===== src/rtl/multicycle_ctrl_pkg.sv =====
// Shared encodings for the multicycle RISC-V control unit: FSM states, ALU codes,
// opcodes, datapath select codes and the registered control-word layout.
package multicycle_ctrl_pkg;

    typedef enum logic [3:0] {
        S_FETCH    = 4'd0,
        S_DECODE   = 4'd1,
        S_MEMADR   = 4'd2,
        S_MEMREAD  = 4'd3,
        S_MEMWB    = 4'd4,
        S_MEMWRITE = 4'd5,
        S_EXECR    = 4'd6,
        S_EXECI    = 4'd7,
        S_ALUWB    = 4'd8,
        S_BRANCH   = 4'd9,
        S_JAL      = 4'd10
    } state_e;

    localparam logic [2:0] ALU_ADD = 3'b000;
    localparam logic [2:0] ALU_SUB = 3'b001;
    localparam logic [2:0] ALU_AND = 3'b010;
    localparam logic [2:0] ALU_OR  = 3'b011;
    localparam logic [2:0] ALU_XOR = 3'b100;
    localparam logic [2:0] ALU_SLT = 3'b101;
    localparam logic [2:0] ALU_SLL = 3'b110;
    localparam logic [2:0] ALU_SHR = 3'b111;

    localparam logic [6:0] OP_LOAD   = 7'b0000011;
    localparam logic [6:0] OP_STORE  = 7'b0100011;
    localparam logic [6:0] OP_RTYPE  = 7'b0110011;
    localparam logic [6:0] OP_ITYPE  = 7'b0010011;
    localparam logic [6:0] OP_BRANCH = 7'b1100011;
    localparam logic [6:0] OP_JAL    = 7'b1101111;

    localparam logic [1:0] SRC_A_PC    = 2'b00;
    localparam logic [1:0] SRC_A_OLDPC = 2'b01;
    localparam logic [1:0] SRC_A_RS1   = 2'b10;

    localparam logic [1:0] SRC_B_RS2   = 2'b00;
    localparam logic [1:0] SRC_B_IMM   = 2'b01;
    localparam logic [1:0] SRC_B_FOUR  = 2'b10;

    localparam logic [1:0] RES_ALUOUT  = 2'b00;
    localparam logic [1:0] RES_RDATA   = 2'b01;
    localparam logic [1:0] RES_ALU     = 2'b10;

    localparam logic [1:0] IMM_I = 2'b00;
    localparam logic [1:0] IMM_S = 2'b01;
    localparam logic [1:0] IMM_B = 2'b10;
    localparam logic [1:0] IMM_J = 2'b11;

    typedef struct packed {
        logic [2:0] alu_ctrl;
        logic       op7b5;
        logic [1:0] alu_src_a;
        logic [1:0] alu_src_b;
        logic [1:0] result_src;
        logic       adr_src;
        logic       ir_write;
        logic       pc_write;
        logic       reg_write;
        logic       mem_write;
    } ctrl_t;

    localparam ctrl_t CTRL_IDLE = '0;

    localparam ctrl_t CTRL_FETCH = '{
        alu_ctrl:   ALU_ADD,
        op7b5:      1'b0,
        alu_src_a:  SRC_A_PC,
        alu_src_b:  SRC_B_FOUR,
        result_src: RES_ALU,
        adr_src:    1'b0,
        ir_write:   1'b1,
        pc_write:   1'b1,
        reg_write:  1'b0,
        mem_write:  1'b0
    };

    // R-type has no immediate; it falls through to the I encoding.
    function automatic logic [1:0] imm_decode(input logic [6:0] op);
        case (op)
            OP_STORE:  return IMM_S;
            OP_BRANCH: return IMM_B;
            OP_JAL:    return IMM_J;
            default:   return IMM_I;
        endcase
    endfunction

    function automatic logic is_legal(input logic [6:0] op);
        case (op)
            OP_LOAD, OP_STORE, OP_RTYPE, OP_ITYPE, OP_BRANCH, OP_JAL: return 1'b1;
            default: return 1'b0;
        endcase
    endfunction

endpackage


===== src/rtl/multicycle_ctrl_alu_decoder.sv =====
// Combinational funct3/funct7 decode into an ALU operation; SUB only exists for R-type.
module alu_decoder
    import multicycle_ctrl_pkg::*;
(
    input  logic [2:0] funct3,
    input  logic       funct7b5,
    input  logic       is_rtype,
    output logic [2:0] alu_ctrl,
    output logic       op7b5
);

    always_comb begin
        alu_ctrl = ALU_ADD;
        op7b5    = 1'b0;
        case (funct3)
            3'b000: alu_ctrl = (is_rtype && funct7b5) ? ALU_SUB : ALU_ADD;
            3'b001: alu_ctrl = ALU_SLL;
            3'b010: alu_ctrl = ALU_SLT;
            3'b011: alu_ctrl = ALU_SLT;
            3'b100: alu_ctrl = ALU_XOR;
            3'b101: begin
                alu_ctrl = ALU_SHR;
                op7b5    = funct7b5;
            end
            3'b110: alu_ctrl = ALU_OR;
            3'b111: alu_ctrl = ALU_AND;
            default: alu_ctrl = ALU_ADD;
        endcase
    end

endmodule


===== src/rtl/multicycle_ctrl.sv =====
// Multicycle RISC-V control FSM. The control word is registered alongside the state;
// only the branch pc_write, illegal and imm_src are decoded combinationally.
module multicycle_ctrl
    import multicycle_ctrl_pkg::*;
(
    input  logic       clk,
    input  logic       reset,
    input  logic [6:0] op,
    input  logic [2:0] funct3,
    input  logic       funct7b5,
    input  logic       zero,
    output logic [2:0] alu_ctrl,
    output logic       op7b5,
    output logic [1:0] alu_src_a,
    output logic [1:0] alu_src_b,
    output logic [1:0] result_src,
    output logic [1:0] imm_src,
    output logic       adr_src,
    output logic       ir_write,
    output logic       pc_write,
    output logic       reg_write,
    output logic       mem_write,
    output logic       illegal,
    output logic [3:0] state_dbg
);

    state_e     state_q, state_d;
    ctrl_t      ctrl_q, ctrl_d;
    logic [2:0] dec_alu_ctrl;
    logic       dec_op7b5;
    logic       is_rtype;
    logic       branch_taken;

    // The decoder looks at the state being entered so its result lands in ctrl_q.
    assign is_rtype = (state_d == S_EXECR);

    alu_decoder u_alu_decoder (
        .funct3   (funct3),
        .funct7b5 (funct7b5),
        .is_rtype (is_rtype),
        .alu_ctrl (dec_alu_ctrl),
        .op7b5    (dec_op7b5)
    );

    always_comb begin
        state_d = S_FETCH;
        case (state_q)
            S_FETCH: state_d = S_DECODE;
            S_DECODE: begin
                case (op)
                    OP_LOAD, OP_STORE: state_d = S_MEMADR;
                    OP_RTYPE:          state_d = S_EXECR;
                    OP_ITYPE:          state_d = S_EXECI;
                    OP_BRANCH:         state_d = S_BRANCH;
                    OP_JAL:            state_d = S_JAL;
                    default:           state_d = S_FETCH;
                endcase
            end
            S_MEMADR:   state_d = (op == OP_LOAD) ? S_MEMREAD : S_MEMWRITE;
            S_MEMREAD:  state_d = S_MEMWB;
            S_MEMWB:    state_d = S_FETCH;
            S_MEMWRITE: state_d = S_FETCH;
            S_EXECR:    state_d = S_ALUWB;
            S_EXECI:    state_d = S_ALUWB;
            S_ALUWB:    state_d = S_FETCH;
            S_BRANCH:   state_d = S_FETCH;
            S_JAL:      state_d = S_ALUWB;
            default:    state_d = S_FETCH;
        endcase
    end

    always_comb begin
        ctrl_d = CTRL_IDLE;
        case (state_d)
            S_FETCH: ctrl_d = CTRL_FETCH;
            S_DECODE: begin
                ctrl_d.alu_src_a = SRC_A_OLDPC;
                ctrl_d.alu_src_b = SRC_B_IMM;
            end
            S_MEMADR: begin
                ctrl_d.alu_src_a = SRC_A_RS1;
                ctrl_d.alu_src_b = SRC_B_IMM;
            end
            S_MEMREAD: begin
                ctrl_d.result_src = RES_ALUOUT;
                ctrl_d.adr_src    = 1'b1;
            end
            S_MEMWB: begin
                ctrl_d.result_src = RES_RDATA;
                ctrl_d.reg_write  = 1'b1;
            end
            S_MEMWRITE: begin
                ctrl_d.result_src = RES_ALUOUT;
                ctrl_d.adr_src    = 1'b1;
                ctrl_d.mem_write  = 1'b1;
            end
            S_EXECR: begin
                ctrl_d.alu_src_a = SRC_A_RS1;
                ctrl_d.alu_src_b = SRC_B_RS2;
                ctrl_d.alu_ctrl  = dec_alu_ctrl;
                ctrl_d.op7b5     = dec_op7b5;
            end
            S_EXECI: begin
                ctrl_d.alu_src_a = SRC_A_RS1;
                ctrl_d.alu_src_b = SRC_B_IMM;
                ctrl_d.alu_ctrl  = dec_alu_ctrl;
                ctrl_d.op7b5     = dec_op7b5;
            end
            S_ALUWB: begin
                ctrl_d.result_src = RES_ALUOUT;
                ctrl_d.reg_write  = 1'b1;
            end
            S_BRANCH: begin
                ctrl_d.alu_src_a  = SRC_A_RS1;
                ctrl_d.alu_src_b  = SRC_B_RS2;
                ctrl_d.alu_ctrl   = ALU_SUB;
                ctrl_d.result_src = RES_ALUOUT;
            end
            S_JAL: begin
                ctrl_d.alu_src_a  = SRC_A_OLDPC;
                ctrl_d.alu_src_b  = SRC_B_FOUR;
                ctrl_d.result_src = RES_ALUOUT;
                ctrl_d.pc_write   = 1'b1;
            end
            default: ctrl_d = CTRL_IDLE;
        endcase
    end

    // Reset parks the control word at FETCH so the first edge after release fetches.
    always_ff @(posedge clk or posedge reset) begin
        if (reset) begin
            state_q <= S_FETCH;
            ctrl_q  <= CTRL_FETCH;
        end else begin
            state_q <= state_d;
            ctrl_q  <= ctrl_d;
        end
    end

    always_comb begin
        branch_taken = 1'b0;
        case (funct3)
            3'b000:  branch_taken = zero;
            3'b001:  branch_taken = ~zero;
            default: branch_taken = 1'b0;
        endcase
    end

    // Everything is forced low while reset is held, including the parked FETCH word.
    always_comb begin
        alu_ctrl   = ALU_ADD;
        op7b5      = 1'b0;
        alu_src_a  = 2'b00;
        alu_src_b  = 2'b00;
        result_src = 2'b00;
        imm_src    = 2'b00;
        adr_src    = 1'b0;
        ir_write   = 1'b0;
        pc_write   = 1'b0;
        reg_write  = 1'b0;
        mem_write  = 1'b0;
        illegal    = 1'b0;
        if (!reset) begin
            alu_ctrl   = ctrl_q.alu_ctrl;
            op7b5      = ctrl_q.op7b5;
            alu_src_a  = ctrl_q.alu_src_a;
            alu_src_b  = ctrl_q.alu_src_b;
            result_src = ctrl_q.result_src;
            imm_src    = imm_decode(op);
            adr_src    = ctrl_q.adr_src;
            ir_write   = ctrl_q.ir_write;
            pc_write   = ctrl_q.pc_write | ((state_q == S_BRANCH) & branch_taken);
            reg_write  = ctrl_q.reg_write;
            mem_write  = ctrl_q.mem_write;
            illegal    = (state_q == S_DECODE) & ~is_legal(op);
        end
    end

    assign state_dbg = state_q;

endmodule


===== config.mk =====
export PLATFORM = sky130hd
export DESIGN_NAME = multicycle_ctrl
export DESIGN_NICKNAME = d
export VERILOG_FILES = /design/src/rtl/multicycle_ctrl_pkg.sv /design/src/rtl/multicycle_ctrl_alu_decoder.sv /design/src/rtl/multicycle_ctrl.sv
export SDC_FILE = /design/constraint.sdc
export NUM_CORES = 1
export LEC_CHECK = 0
export ABC_AREA = 1
export ABC_CLOCK_PERIOD_IN_PS = 1900
export BUFFER_PORTS_ARGS = -buffer_cell sky130_fd_sc_hd__buf_2
export CORE_UTILIZATION = 31
export DETAILED_ROUTE_END_ITERATION = 6
export MAX_ROUTING_LAYER = met4
export SLEW_MARGIN = 25
export SYNTH_ARGS = -nofsm -noshare
export SYNTH_HDL_FRONTEND = slang
export SYNTH_SLANG_ARGS = --single-unit

===== constraint.sdc =====
create_clock -name clk -period 1.9 [get_ports clk]
set_input_delay 0.19 -clock clk [delete_from_list [all_inputs] [get_ports clk]]
set_output_delay 0.19 -clock clk [all_outputs]
set_load 0.02 [all_outputs]

==> results.sh <==
export IMPL_clk_path_buf_depth=2
export IMPL_portBuffers=35
export IMPL_setup_ws_ns=0.1744
export IMPL_dr_pass1_iters=4
export IMPL_max_cap_violations=0
export IMPL_ys_ff_latch=18
export IMPL_worst_path_max_delay_cell="dfrtp_1"
export IMPL_postCtsHoldBufs=0
export IMPL_preCtsSetupSlack_ns=0.4520
export IMPL_synth_area_leaders="dfrtp_1 35%, inv_1 11%, nand2_1 10%"
export IMPL_drv_slew=0
export IMPL_irDropWorstVdd_mv=0.4211
export IMPL_num_io_pins=36
export IMPL_syn_cell_area_sq_mm=0.001081
export IMPL_yosysSeqAreaShare=0.4201
export IMPL_yosys_warnings=0
export IMPL_worstHoldPathType="in2async"
export IMPL_via_count=971
export IMPL_clk_pin_slew_worst_paths_ns=0.10
export IMPL_worst_pin_slew_ns=0.3263
export IMPL_p_total_mw=1.156
export IMPL_p_per_area_mw_per_mm2=860.7
export IMPL_arrival_ns=1.54
export IMPL_initial_core_util=0.3240
export IMPL_dp_final_hpwl_microns=1762
export IMPL_cp_required_ns=1.71
export IMPL_cp_cell_sequence="inv_1 > nor2_1 > o211ai_1 > nor2_1 > o21a_1 > buf_2"
export IMPL_dp_cells=234
export IMPL_final_common_cell="buf_2"
export IMPL_utilization=0.4023
export IMPL_crit_path_end_kind="output port"
export IMPL_cts_tree="yes"
export IMPL_gr_total_overflow=0
export IMPL_synth_cell_type_count=21
export IMPL_drt_initial_drc_count=10
export IMPL_status="completed"
export IMPL_antenna_cells=0
export IMPL_fin_crit_ns=1.726
export IMPL_synth_fp_nets=169
export IMPL_cpMostUsedCell="nor2_1"
export IMPL_path_max_fanout=3
export IMPL_synth_top_area_share=0.3472
export IMPL_critPathMaxStageDelay_ns=0.42
export IMPL_clk_latency_ns=0.29
export IMPL_synthesis_instances=155
export IMPL_slew_headroom=0.7768
export IMPL_cts_root_buf="clkbuf_4"
export IMPL_crit_type="reg2out"
export IMPL_clock_sinks=18
export IMPL_final_setup_viol_count=0
export IMPL_p_leak_nw=0.8152
export IMPL_finalCritPeriodShare=0.9082
export IMPL_cpLargestDelayFamily="flip-flops"
export IMPL_antenna_found_initial=0
export IMPL_drt_total_wl_microns=2152
export IMPL_ant_nets=0
export IMPL_final_cell_mix="35 x buf_2, 33 x inv_1, 30 x nand2_1, 30 x nor2_1, 15 x dfrtp_1"
export IMPL_nets=207
export IMPL_hold_violations=0
export IMPL_avgViaCountPerCell=4.080
export IMPL_die_w_microns=61.05
export IMPL_drc=0
export IMPL_max_freq_mhz=579.5
export IMPL_cts_made_buffers=3
export IMPL_finClkSkew_ns=0.002113
export IMPL_crit_buf_inv=2
export IMPL_layout_area_overhead_vs_synth_pct=24.19
export IMPL_dieArea_sq_mm=0.003727
export IMPL_post_cts_resized=0
export IMPL_rows=21
export IMPL_grt_max_degree=19
export IMPL_rsz0062_at_grt="no"
export IMPL_grt_util_all_layers=0.1365
export IMPL_fin_cells=238
export IMPL_rrSetupSlack_ns=0.46
export IMPL_coreArea_sq_mm=0.003337
export IMPL_htree_num_levels=1
export IMPL_die_h_microns=61.05
export IMPL_syn_avg_cell_area_sq_um=6.974
export IMPL_gp_congestion=0.8144
export IMPL_startpoint_type="flip-flop"
export IMPL_tns_ns=0
export IMPL_routedWlPerCell_microns=9.042
export IMPL_drive_gt1_frac=0.3333
export IMPL_grt_pass1_wl_microns=3567
export IMPL_critical_path_startpoint="state_dbg[3]"
export IMPL_r2r_start="state_dbg[1]"
export IMPL_grt_pass1_vias=850
export IMPL_post_cts_buffers=0
export IMPL_synth_largest_area_cell="dfrtp_1"
[worst paths after layout]
| check | cells after the start | to |
|---|---|---|
| max in group asynchronous | 3 | ctrl_q[3] |
| setup / recovery | 6 | pc_write |
| min in group clk | 3 | ctrl_q[11] |
| hold reg to reg | 2 | ctrl_q[4] |
| setup reg to reg | 10 | ctrl_q[7] |
| hold / removal | 3 | ctrl_q[12] |
[power by group]
group | leakage (nW) | total, mW | switching [mW] | internal [mW]
clock | 0.0210 | 0.234 | 0.118 | 0.117
combinational | 0.559 | 0.410 | 0.272 | 0.138
sequential | 0.235 | 0.511 | 0.0370 | 0.474
[cells by family (layout without fill, tap and decap cells)]
kind of cell	count (synthesis)	count (layout)	synth area share
and+or+nand+nor	92	92	0.4016
buffers and inverters	40	77	0.1447
DFF	18	18	0.4201
AOI/OAI and AO/OA	5	5	0.03356
[layout make-up]
class / instances / area, sq um
Tap cell: 46 / 57.56
Sequential cell: 18 / 454.2
Inverter: 37 / 141.4
Fill cell: 387 / 1994
Clock buffer: 4 / 36.28
Multi-Input combinational cell: 97 / 470.5
Timing Repair Buffer: 36 / 182.7
[cell usage after synthesis (all sizes together)]
library cell and instances:
o21a 1, a2111oi 1, and2 1, inv 37, nand2 37, dfrtp 15, nand3 12, o211ai 2
dfstp 3, nand4 1, nor2 37, buf 1, a21oi 1, clkbuf 2, nor3 4
[worst register-to-register path, stage by stage, from the launching register on]
cell and delay, ns:
dfrtp_1 0.44, inv_4 0.11, nand2_2 0.07, nor2_4 0.14, nand3_1 0.10, nand2_2 0.10
inv_1 0.07, nand2_2 0.09, inv_2 0.04, nand2_1 0.07, o211ai_1 0.09
[layer usage]
metal	global-route usage	vias to the layer above	wire, microns
met5	-	-	0
met4	0.03896	0	27
met3	0.03782	5	121
met2	0.2205	22	933
met1	0.1669	414	1070
li1	-	530	-
[metrics by stage]
step / hold WS [ns] / instance area, sq um
2_1_floorplan: 0.3132 / 1081
3_3_place_gp: 0.4091 / 1306
3_5_place_dp: 0.4185 / 1306
4_1_cts: 0.09292 / 1343
5_1_grt: 0.1083 / 1343
6_report: 0.07851 / 1343
[sequential cells by signal, indices dropped and copies added (netlist names)]
signal	cells
state_dbg	4
ctrl_q	14
Note: power is estimated with default switching activity, not from simulation.
